`src/rtl/lsu_pkg.sv`:
```
// Shared types and constants for the memory-stage load/store unit.
package lsu_pkg;

    typedef enum logic [1:0] {
        IDLE = 2'd0,
        REQ  = 2'd1,
        WAIT = 2'd2,
        DONE = 2'd3
    } state_t;

    typedef enum logic [1:0] {
        SZ_B = 2'd0,
        SZ_H = 2'd1,
        SZ_W = 2'd2
    } size_t;

    localparam logic [2:0] F3_B  = 3'b000;
    localparam logic [2:0] F3_H  = 3'b001;
    localparam logic [2:0] F3_W  = 3'b010;
    localparam logic [2:0] F3_BU = 3'b100;
    localparam logic [2:0] F3_HU = 3'b101;

    localparam int DEFAULT_TIMEOUT_CYCLES = 64;

    // Encodings 011/110/111 fall through to word accesses.
    function automatic size_t access_size(input logic [2:0] funct3);
        case (funct3[1:0])
            2'b00:   access_size = SZ_B;
            2'b01:   access_size = SZ_H;
            default: access_size = SZ_W;
        endcase
    endfunction

endpackage

```
`src/rtl/lsu_align.sv`:
```
// Combinational lane logic: store strobes/replication, load extraction/extension,
// and misalignment detection (active only with LSU_MISALIGN_TRAP_EN).
module lsu_align
    import lsu_pkg::*;
(
    input  logic [1:0]  st_offset,
    input  logic [2:0]  st_funct3,
    input  logic [31:0] st_data,
    output logic [3:0]  st_wstrb,
    output logic [31:0] st_wdata,
    output logic        misaligned,
    input  logic [1:0]  ld_offset,
    input  logic [2:0]  ld_funct3,
    input  logic [31:0] ld_word,
    output logic [31:0] ld_data
);

    logic [7:0]  lane [4];
    logic [7:0]  ld_byte;
    logic [15:0] ld_half;
    logic        ld_signed;

    generate
        for (genvar gi = 0; gi < 4; gi++) begin : g_lane
            assign lane[gi] = ld_word[8*gi +: 8];
        end
    endgenerate

    always_comb begin
        st_wstrb = 4'b1111;
        st_wdata = st_data;
        case (access_size(st_funct3))
            SZ_B: begin
                st_wstrb = 4'b0001 << st_offset;
                st_wdata = {4{st_data[7:0]}};
            end
            SZ_H: begin
                st_wstrb = 4'b0011 << {st_offset[1], 1'b0};
                st_wdata = {2{st_data[15:0]}};
            end
            default: ;
        endcase
    end

    assign ld_byte   = lane[ld_offset];
    assign ld_half   = ld_offset[1] ? ld_word[31:16] : ld_word[15:0];
    assign ld_signed = ~ld_funct3[2];

    always_comb begin
        ld_data = ld_word;
        case (access_size(ld_funct3))
            SZ_B:    ld_data = {{24{ld_byte[7] & ld_signed}}, ld_byte};
            SZ_H:    ld_data = {{16{ld_half[15] & ld_signed}}, ld_half};
            default: ;
        endcase
    end

`ifdef LSU_MISALIGN_TRAP_EN
    always_comb begin
        misaligned = 1'b0;
        case (access_size(st_funct3))
            SZ_H:    misaligned = st_offset[0];
            SZ_W:    misaligned = |st_offset;
            default: ;
        endcase
    end
`else
    assign misaligned = 1'b0;
`endif

endmodule

```
`src/rtl/load_store_unit.sv`:
```
// Memory-stage load/store engine: one outstanding valid/ready bus access with pipeline stall.
// Optional LSU_MISALIGN_TRAP_EN turns misaligned halfword/word accesses into a bus-free trap.
module load_store_unit
    import lsu_pkg::*;
#(
    parameter int TIMEOUT_CYCLES = DEFAULT_TIMEOUT_CYCLES,
    parameter int CNT_W          = 8
) (
    input  logic        clk,
    input  logic        rst,
    input  logic        mem_read_m,
    input  logic        mem_write_m,
    input  logic [31:0] addr_m,
    input  logic [31:0] write_data_m,
    input  logic [2:0]  funct3_m,
    output logic [31:0] read_data_m,
    output logic        stall_m,
    output logic        bus_err_m,
    output logic        misaligned_m,
    output logic        bus_req_valid,
    input  logic        bus_req_ready,
    output logic [31:0] bus_req_addr,
    output logic        bus_req_we,
    output logic [3:0]  bus_req_wstrb,
    output logic [31:0] bus_req_wdata,
    input  logic        bus_resp_valid,
    input  logic [31:0] bus_resp_rdata
);

    localparam logic [CNT_W-1:0] TIMEOUT_LAST = CNT_W'(TIMEOUT_CYCLES - 1);

    state_t            state_reg;
    logic [CNT_W-1:0]  cnt_reg;
    logic              req_valid_reg;
    logic [31:0]       req_addr_reg;
    logic              req_we_reg;
    logic [3:0]        req_wstrb_reg;
    logic [31:0]       req_wdata_reg;
    logic [31:0]       read_data_reg;
    logic              bus_err_reg;
    logic              misaligned_reg;
    logic [1:0]        ld_offset_reg;
    logic [2:0]        ld_funct3_reg;

    logic        access;
    logic [3:0]  st_wstrb;
    logic [31:0] st_wdata;
    logic        misaligned;
    logic [31:0] ld_data;

    assign access = mem_read_m | mem_write_m;

    lsu_align u_align (
        .st_offset  (addr_m[1:0]),
        .st_funct3  (funct3_m),
        .st_data    (write_data_m),
        .st_wstrb   (st_wstrb),
        .st_wdata   (st_wdata),
        .misaligned (misaligned),
        .ld_offset  (ld_offset_reg),
        .ld_funct3  (ld_funct3_reg),
        .ld_word    (bus_resp_rdata),
        .ld_data    (ld_data)
    );

    always_ff @(posedge clk) begin
        if (rst) begin
            state_reg      <= IDLE;
            cnt_reg        <= '0;
            req_valid_reg  <= 1'b0;
            req_addr_reg   <= '0;
            req_we_reg     <= 1'b0;
            req_wstrb_reg  <= '0;
            req_wdata_reg  <= '0;
            read_data_reg  <= '0;
            bus_err_reg    <= 1'b0;
            misaligned_reg <= 1'b0;
            ld_offset_reg  <= '0;
            ld_funct3_reg  <= '0;
        end else begin
            bus_err_reg    <= 1'b0;
            misaligned_reg <= 1'b0;
            case (state_reg)
                IDLE: begin
                    if (access) begin
                        ld_offset_reg <= addr_m[1:0];
                        ld_funct3_reg <= funct3_m;
                        if (misaligned) begin
                            state_reg      <= DONE;
                            read_data_reg  <= '0;
                            misaligned_reg <= 1'b1;
                        end else begin
                            // A simultaneous read+write resolves to a store.
                            state_reg     <= REQ;
                            cnt_reg       <= '0;
                            req_valid_reg <= 1'b1;
                            req_addr_reg  <= {addr_m[31:2], 2'b00};
                            req_we_reg    <= mem_write_m;
                            req_wstrb_reg <= mem_write_m ? st_wstrb : 4'b0000;
                            req_wdata_reg <= mem_write_m ? st_wdata : 32'd0;
                        end
                    end
                end
                REQ: begin
                    if (bus_req_ready) begin
                        state_reg     <= WAIT;
                        req_valid_reg <= 1'b0;
                        cnt_reg       <= cnt_reg + CNT_W'(1);
                    end else if (cnt_reg >= TIMEOUT_LAST) begin
                        state_reg     <= DONE;
                        req_valid_reg <= 1'b0;
                        read_data_reg <= '0;
                        bus_err_reg   <= 1'b1;
                    end else begin
                        cnt_reg <= cnt_reg + CNT_W'(1);
                    end
                end
                WAIT: begin
                    if (bus_resp_valid) begin
                        state_reg     <= DONE;
                        read_data_reg <= req_we_reg ? 32'd0 : ld_data;
                    end else if (cnt_reg >= TIMEOUT_LAST) begin
                        state_reg     <= DONE;
                        read_data_reg <= '0;
                        bus_err_reg   <= 1'b1;
                    end else begin
                        cnt_reg <= cnt_reg + CNT_W'(1);
                    end
                end
                DONE: begin
                    state_reg <= IDLE;
                end
                default: state_reg <= IDLE;
            endcase
        end
    end

    always_comb begin
        stall_m = 1'b0;
        case (state_reg)
            IDLE:    stall_m = access;
            REQ:     stall_m = 1'b1;
            WAIT:    stall_m = 1'b1;
            default: stall_m = 1'b0;
        endcase
    end

    assign bus_req_valid = req_valid_reg;
    assign bus_req_addr  = req_addr_reg;
    assign bus_req_we    = req_we_reg;
    assign bus_req_wstrb = req_wstrb_reg;
    assign bus_req_wdata = req_wdata_reg;
    assign read_data_m   = read_data_reg;
    assign bus_err_m     = bus_err_reg;
    assign misaligned_m  = misaligned_reg;

endmodule

```
`config.mk`:
```
export PLATFORM = sky130hd
export DESIGN_NAME = load_store_unit
export DESIGN_NICKNAME = d
export VERILOG_FILES = /design/src/rtl/lsu_pkg.sv /design/src/rtl/lsu_align.sv /design/src/rtl/load_store_unit.sv
export SDC_FILE = /design/constraint.sdc
export NUM_CORES = 1
export LEC_CHECK = 0
export BUFFER_PORTS_ARGS = -buffer_cell sky130_fd_sc_hd__buf_4
export CORE_ASPECT_RATIO = 2
export CORE_MARGIN = 8
export CORE_UTILIZATION = 45
export DETAILED_ROUTE_END_ITERATION = 16
export HOLD_SLACK_MARGIN = 0.06
export PLACE_DENSITY = 0.83
export REMOVE_ABC_BUFFERS = 1
export SLEW_MARGIN = 20
export SYNTH_ARGS = -nofsm -noshare
export SYNTH_HDL_FRONTEND = slang
export SYNTH_HIERARCHICAL = 1
export SYNTH_SLANG_ARGS = --single-unit
```
`constraint.sdc`:
```
create_clock -name clk -period 1.8 [get_ports clk]
set_input_delay 0.36 -clock clk [delete_from_list [all_inputs] [get_ports clk]]
set_output_delay 0.36 -clock clk [all_outputs]
set_load 0.05 [all_outputs]
```
# After elaboration in Yosys (flattened, before gate mapping)
# Index checks and enable logic that the tools add are counted.
[classes]
n_addsub = 1
shift = 2
reduce_logical = 13
n_eq_ne = 11
bitwise_logic = 5
n_mux = 35
n_lt_le_gt_ge = 2
[ops]
columns = ["op", "n"]
rows = [
  ["32-bit case mux with 2 select lines", 3],
  ["32-bit two-way mux", 5],
  ["8-bit two-way mux", 6],
  ["8-bit case mux with 3 select lines", 1],
  ["8-bit binary-select mux with 2-bit select", 1],
  ["16-bit two-way mux", 1],
  ["2-bit by 1-bit equality test with 1-bit output, second input constant", 5],
  ["2-bit zero test", 5],
  ["8-bit by 1-bit adder with 8-bit output, second input constant", 1],
  ["8-bit by 6-bit >= comparator with 1-bit output, second input constant", 1],
  ["2-bit two-way mux", 4],
  ["2-bit case mux with 2 select lines", 2],
  ["2-bit case mux with 4 select lines", 1],
  ["4-bit case mux with 2 select lines", 1],
  ["1-bit two-way mux", 6],
  ["2-bit != test, second input constant", 3],
  ["1-bit case mux with 2 select lines", 3],
  ["3-bit AND reduction", 2],
  ["2-bit equality test, second input constant", 2],
  ["4-bit two-way mux", 1],
  ["2-bit AND reduction", 2],
  ["2-bit nonzero test", 2],
  ["1-bit by 2-bit << shifter with 4-bit output, first input constant", 1],
  ["2-bit by 2-bit << shifter with 4-bit output, first input constant", 1],
  ["8 further kinds", 9],
]
[totals]
wordCells = 80
reg_bits = 116
out_inout_bits = 105

# Logic depth before layout (Yosys ltp)
[logic_depth]
ltp_word = 9
depth_mapped = 9
depth_no_buf = 6

# Cells and area by module
# The synthesis kept the hierarchy.
[modules_own_cells]
columns = ["module", "cells_each", "area_per_inst_um2", "instances"]
rows = [
  ["load_store_unit", 463, 4475.5, 1],
  ["lsu_align", 173, 1158.6, 1],
]

# Least setup slack after synthesis
# Ideal clock, no wire load.
[synth_timing]
path_type = "flip-flop to output port"
start = "register state_reg[0]"
end = "output port stall_m"
stages_incl_launch_ff = 6
t_required_ps = 1440
arrival_time_ps = 1616
setup_slack_ps = -176
path_buffers = 1
path_cell_list = "dfxtp_1 inv_1 ha_1 buf_6 o21ai_2 a21oi_1"
[synth_between]
elab_chain_len = 3
elab_cells_between_ends = 5
cone_classes = "eq/ne (2); mux (1); reduce/logical (2)"
[synth_lines]
columns = ["item", "line", "source"]
rows = [
  ["start, declared", "load_store_unit.sv:32", "state_t state_reg;"],
  ["start signal, assigned", "load_store_unit.sv:68", "state_reg <= IDLE;"],
  ["start signal, assigned", "load_store_unit.sv:89", "state_reg <= DONE;"],
  ["start signal, assigned", "load_store_unit.sv:94", "state_reg <= REQ;"],
  ["2-bit equality test or 2-bit by 1-bit equality test with 1-bit output (tied branches)", "load_store_unit.sv:140", "case (state_reg)"],
  ["2-bit OR reduction (no line)", "-", ""],
  ["1-bit case mux with 2 select lines (*)", "load_store_unit.sv:140", ""],
  ["end, declared", "load_store_unit.sv:17", "output logic stall_m,"],
]
# Every way passes the cells marked *; elsewhere a longest branch is shown, timed or not.

# Worst setup path in the final report
[layout_timing]
start = "register state_reg[1]"
end = "register read_data_reg[3] (netlist: read_data_m[3])"
[layout_between]
elab_chain_len = 3
elab_cells_between_ends = 6
cone_classes = "eq/ne (3); mux (1); reduce/logical (2)"
[layout_lines]
columns = ["item", "line", "source"]
rows = [
  ["2-bit by 1-bit equality test with 1-bit output or 2-bit equality test (tied branches)", "load_store_unit.sv:83", "case (state_reg)"],
  ["2-bit != test (no line) or 2-bit nonzero test (tied branches)", "-", ""],
  ["2-bit AND reduction (no line)", "-", ""],
  ["end signal, assigned", "load_store_unit.sv:121", "read_data_reg <= req_we_reg ? 32'd0 : ld_data;"],
  ["end, declared", "load_store_unit.sv:39", "logic [31:0] read_data_reg;"],
]
# Several ways; a longest one is shown, not always the timed one.
# A chain may end at the register's enable or synchronous reset.

==> qor.yml <==
setup_path:
  endpoint_kind: "flop"
  worstPathArrival_ps: 2190
  cp_max_fo: 8
  worst_path_max_delay_cell: "a21oi_2"
  setup.worst_path.start_class: "flop"
  crit_path_max_incr_delay_ps: 350
  path_cells: "buf_4 -> ha_1 -> or2b_1 -> a21oi_2 -> a21bo_4 -> a32o_1"
  path_buf_inv: 1
  worstSetupPathType: "flop to flop"
  critPathRequiredTime_ps: 2140
  critPathTopFamily: "compound AO/OA/AOI/OAI gates"
outcome:
  violations: "negative setup slack"
  status: "finished with violations"
floorplanning:
  die_h_um: 174
  die_w_um: 95.1
  dieArea_sq_mm: 0.0166
  boundaryPins: 210
  row_count: 58
  core_area_sq_mm: 0.0124
  start_util_pct: 45.4
timing:
  finalCritPeriodShare_pct: 103
  setup_ws_ps: -47.7
  setup_viol: 33
  rsz0062_at_grt: "yes"
  relSlewSlack_pct: 59.2
  fin_crit_ps: 1850
  worst_pin_slew_ps: 612
  final_max_slew_viol_count: 0
  fin_skew_ps: 14.1
  whs_ps: 198
  hold_viol: 0
  clock.fmax_mhz: 541
synth:
  syn_area_per_cell_sq_um: 8.86
  postSynthCellCount: 636
  synth_edf_count: 0
  ys_async_sr_fraction_pct: 0
  ys_seq_area_share_pct: 41.6
  yosysUniqueCellTypes: 65
  synth_top_area_share_pct: 41.6
  ys_warn_count: 6
  yosys_register_bits: 117
  netlist_area_sq_mm: 0.00563
  synth_ff_type: "dfxtp_1"
  synth_top_area_cell: "dfxtp_1"
  synthTopCellsByArea: "dfxtp_1 (42%), a22oi_1 (5.9%), nand2_1 (5.3%)"
clocking:
  cts_tree: "done"
  clock_latency_ps: 410
  root_buffer: "clkbuf_16"
  cts_buffers: 17
  clock_path_buffers: 2
  clock_sinks: 117
  hold_buffers: 0
  htreeDepth: 4
  clk_pin_slew_ps: 50
place:
  placed_area_sq_mm: 0.00740
  place_ws_ps: -116
  hpwlAfterDp_mm: 12.8
  gp_congestion: 0.843
  numPortBuffers: 207
layout:
  regArea_sq_mm: 0.00234
  nFillCells: 1008
  fin_nets: 958
  drive_gt1_share_pct: 41.5
  synthToLayoutAreaGrowth_pct: 45.1
  diodes: 0
  final_util_pct: 65.9
  design_area_sq_mm: 0.00818
  multiInputGateArea_sq_mm: 0.00294
  final_cell_mix: "buf_4 (245), dfxtp_1 (115), nand2_1 (79), nor2_1 (56), a21oi_1 (53)"
  final_common_cell: "buf_4"
route:
  drt-total-wl_mm: 18.4
  vias_per_cell: 5.57
  wire_per_inst_um: 18.2
  drtPass1Iterations: 5
  drc: 0
  top_layer: "met4"
  dr.first_iter.drc_count: 405
  wl_met2_mm: 9.06
  ant_nets: 0
  num_vias: 5635
  drt-met1-wl_mm: 7.06
  wl_met3_mm: 1.84
global_route:
  grt_pass1_vias: 5728
  grt_start_max_net_pins: 58
  grt-ovfl-total: 0
  track_usage_pct: 21.5
  antenna_found_initial: 0
  grt_pass1_wl_mm: 28.5
power:
  total_power_mw: 10.4
  vdd_drop_max_mv: 0.912
  powerDensity_mw_per_mm2: 1270
  p_leak_nw: 3.62
hold_path:
  hold_path.class: "input port to flop"
run:
  cap_violations: 0
## through the flow
stage               setup TNS (ps)  cells
global placement             -1250    972
detailed placement           -3280    972
finish                        -849   1011
floorplan                   -80410    573
CTS                          -38.1   1008
global route                 -2670   1011
## power by group
group          switching (mW)  internal [mW]
combinational            2.33           1.54
sequential              0.155           2.82
clock                    1.18           2.38
total                    3.67           6.74
## cells by family (layout without fill, tap and decap cells)
family	after synthesis	in the layout	share of synthesized area, %
mux	39	39	7.46
flops	117	117	41.6
buf+inv	89	310	8.48
other cells	2	3	0.133
simple gates	177	177	14.0
compound gates	207	210	27.2
fa+ha+maj	5	5	1.11
## cells in the mapped netlist, drive strengths merged, types with 3 or more instances
cell type / instances
ha: 5
a211oi: 5
inv: 24
o21ai: 23
a32o: 32
o22ai: 3
a31oi: 3
nor2b: 11
a22oi: 44
nand2: 79
dfxtp: 117
a2111oi: 3
a21oi: 66
buf: 39
nor3: 6
and2: 5
a41oi: 6
mux2: 24
mux2i: 15
nand2b: 4
clkbuf: 23
nor2: 58
o21bai: 6
## repair_timing
item | in CTS | in global routing
setup buffers | 1 | 2
setup endpoints to repair | 52 | 41
resized for setup | 20 | 4
pin swaps | 7 | 2
cloned | 3 | 1
## metal layers
metal	GRT usage, %	vias up
met5	0	-
met4	8.52	0
met3	8.47	31
met2	35.4	265
met1	23.6	2636
li1	-	2703
## final timing paths
path | startpoint | to | slack, ps | cells past startpoint
worst min-delay path | addr_m[20] | bus_req_addr[20] | 200 | 3
worst max register to register | state_reg[1] | read_data_m[3] | -50 | 6
worst min register to register | bus_req_addr[20] | bus_req_addr[20] | 450 | 2
worst max-delay path | state_reg[1] | read_data_m[3] | -50 | 6
## cell type report
class	instances	area share, %
tap	150	2.30
clock inverter	13	2.20
inverter	25	1.15
sequential	117	28.7
timing repair buffer	253	24.2
multi-input combinational	434	36.0
clock buffer	19	5.54
## worst reg2reg max path: cells and delay by family (launching register included)
kind / cells / cell delay (ps)
AOI/OAI and AO/OA: 3 / 830
DFF: 1 / 330
and+or+nand+nor: 1 / 280
adders and majority gates: 1 / 220
buffers and inverters: 1 / 130
Note: power is estimated with default switching activity, not from simulation.
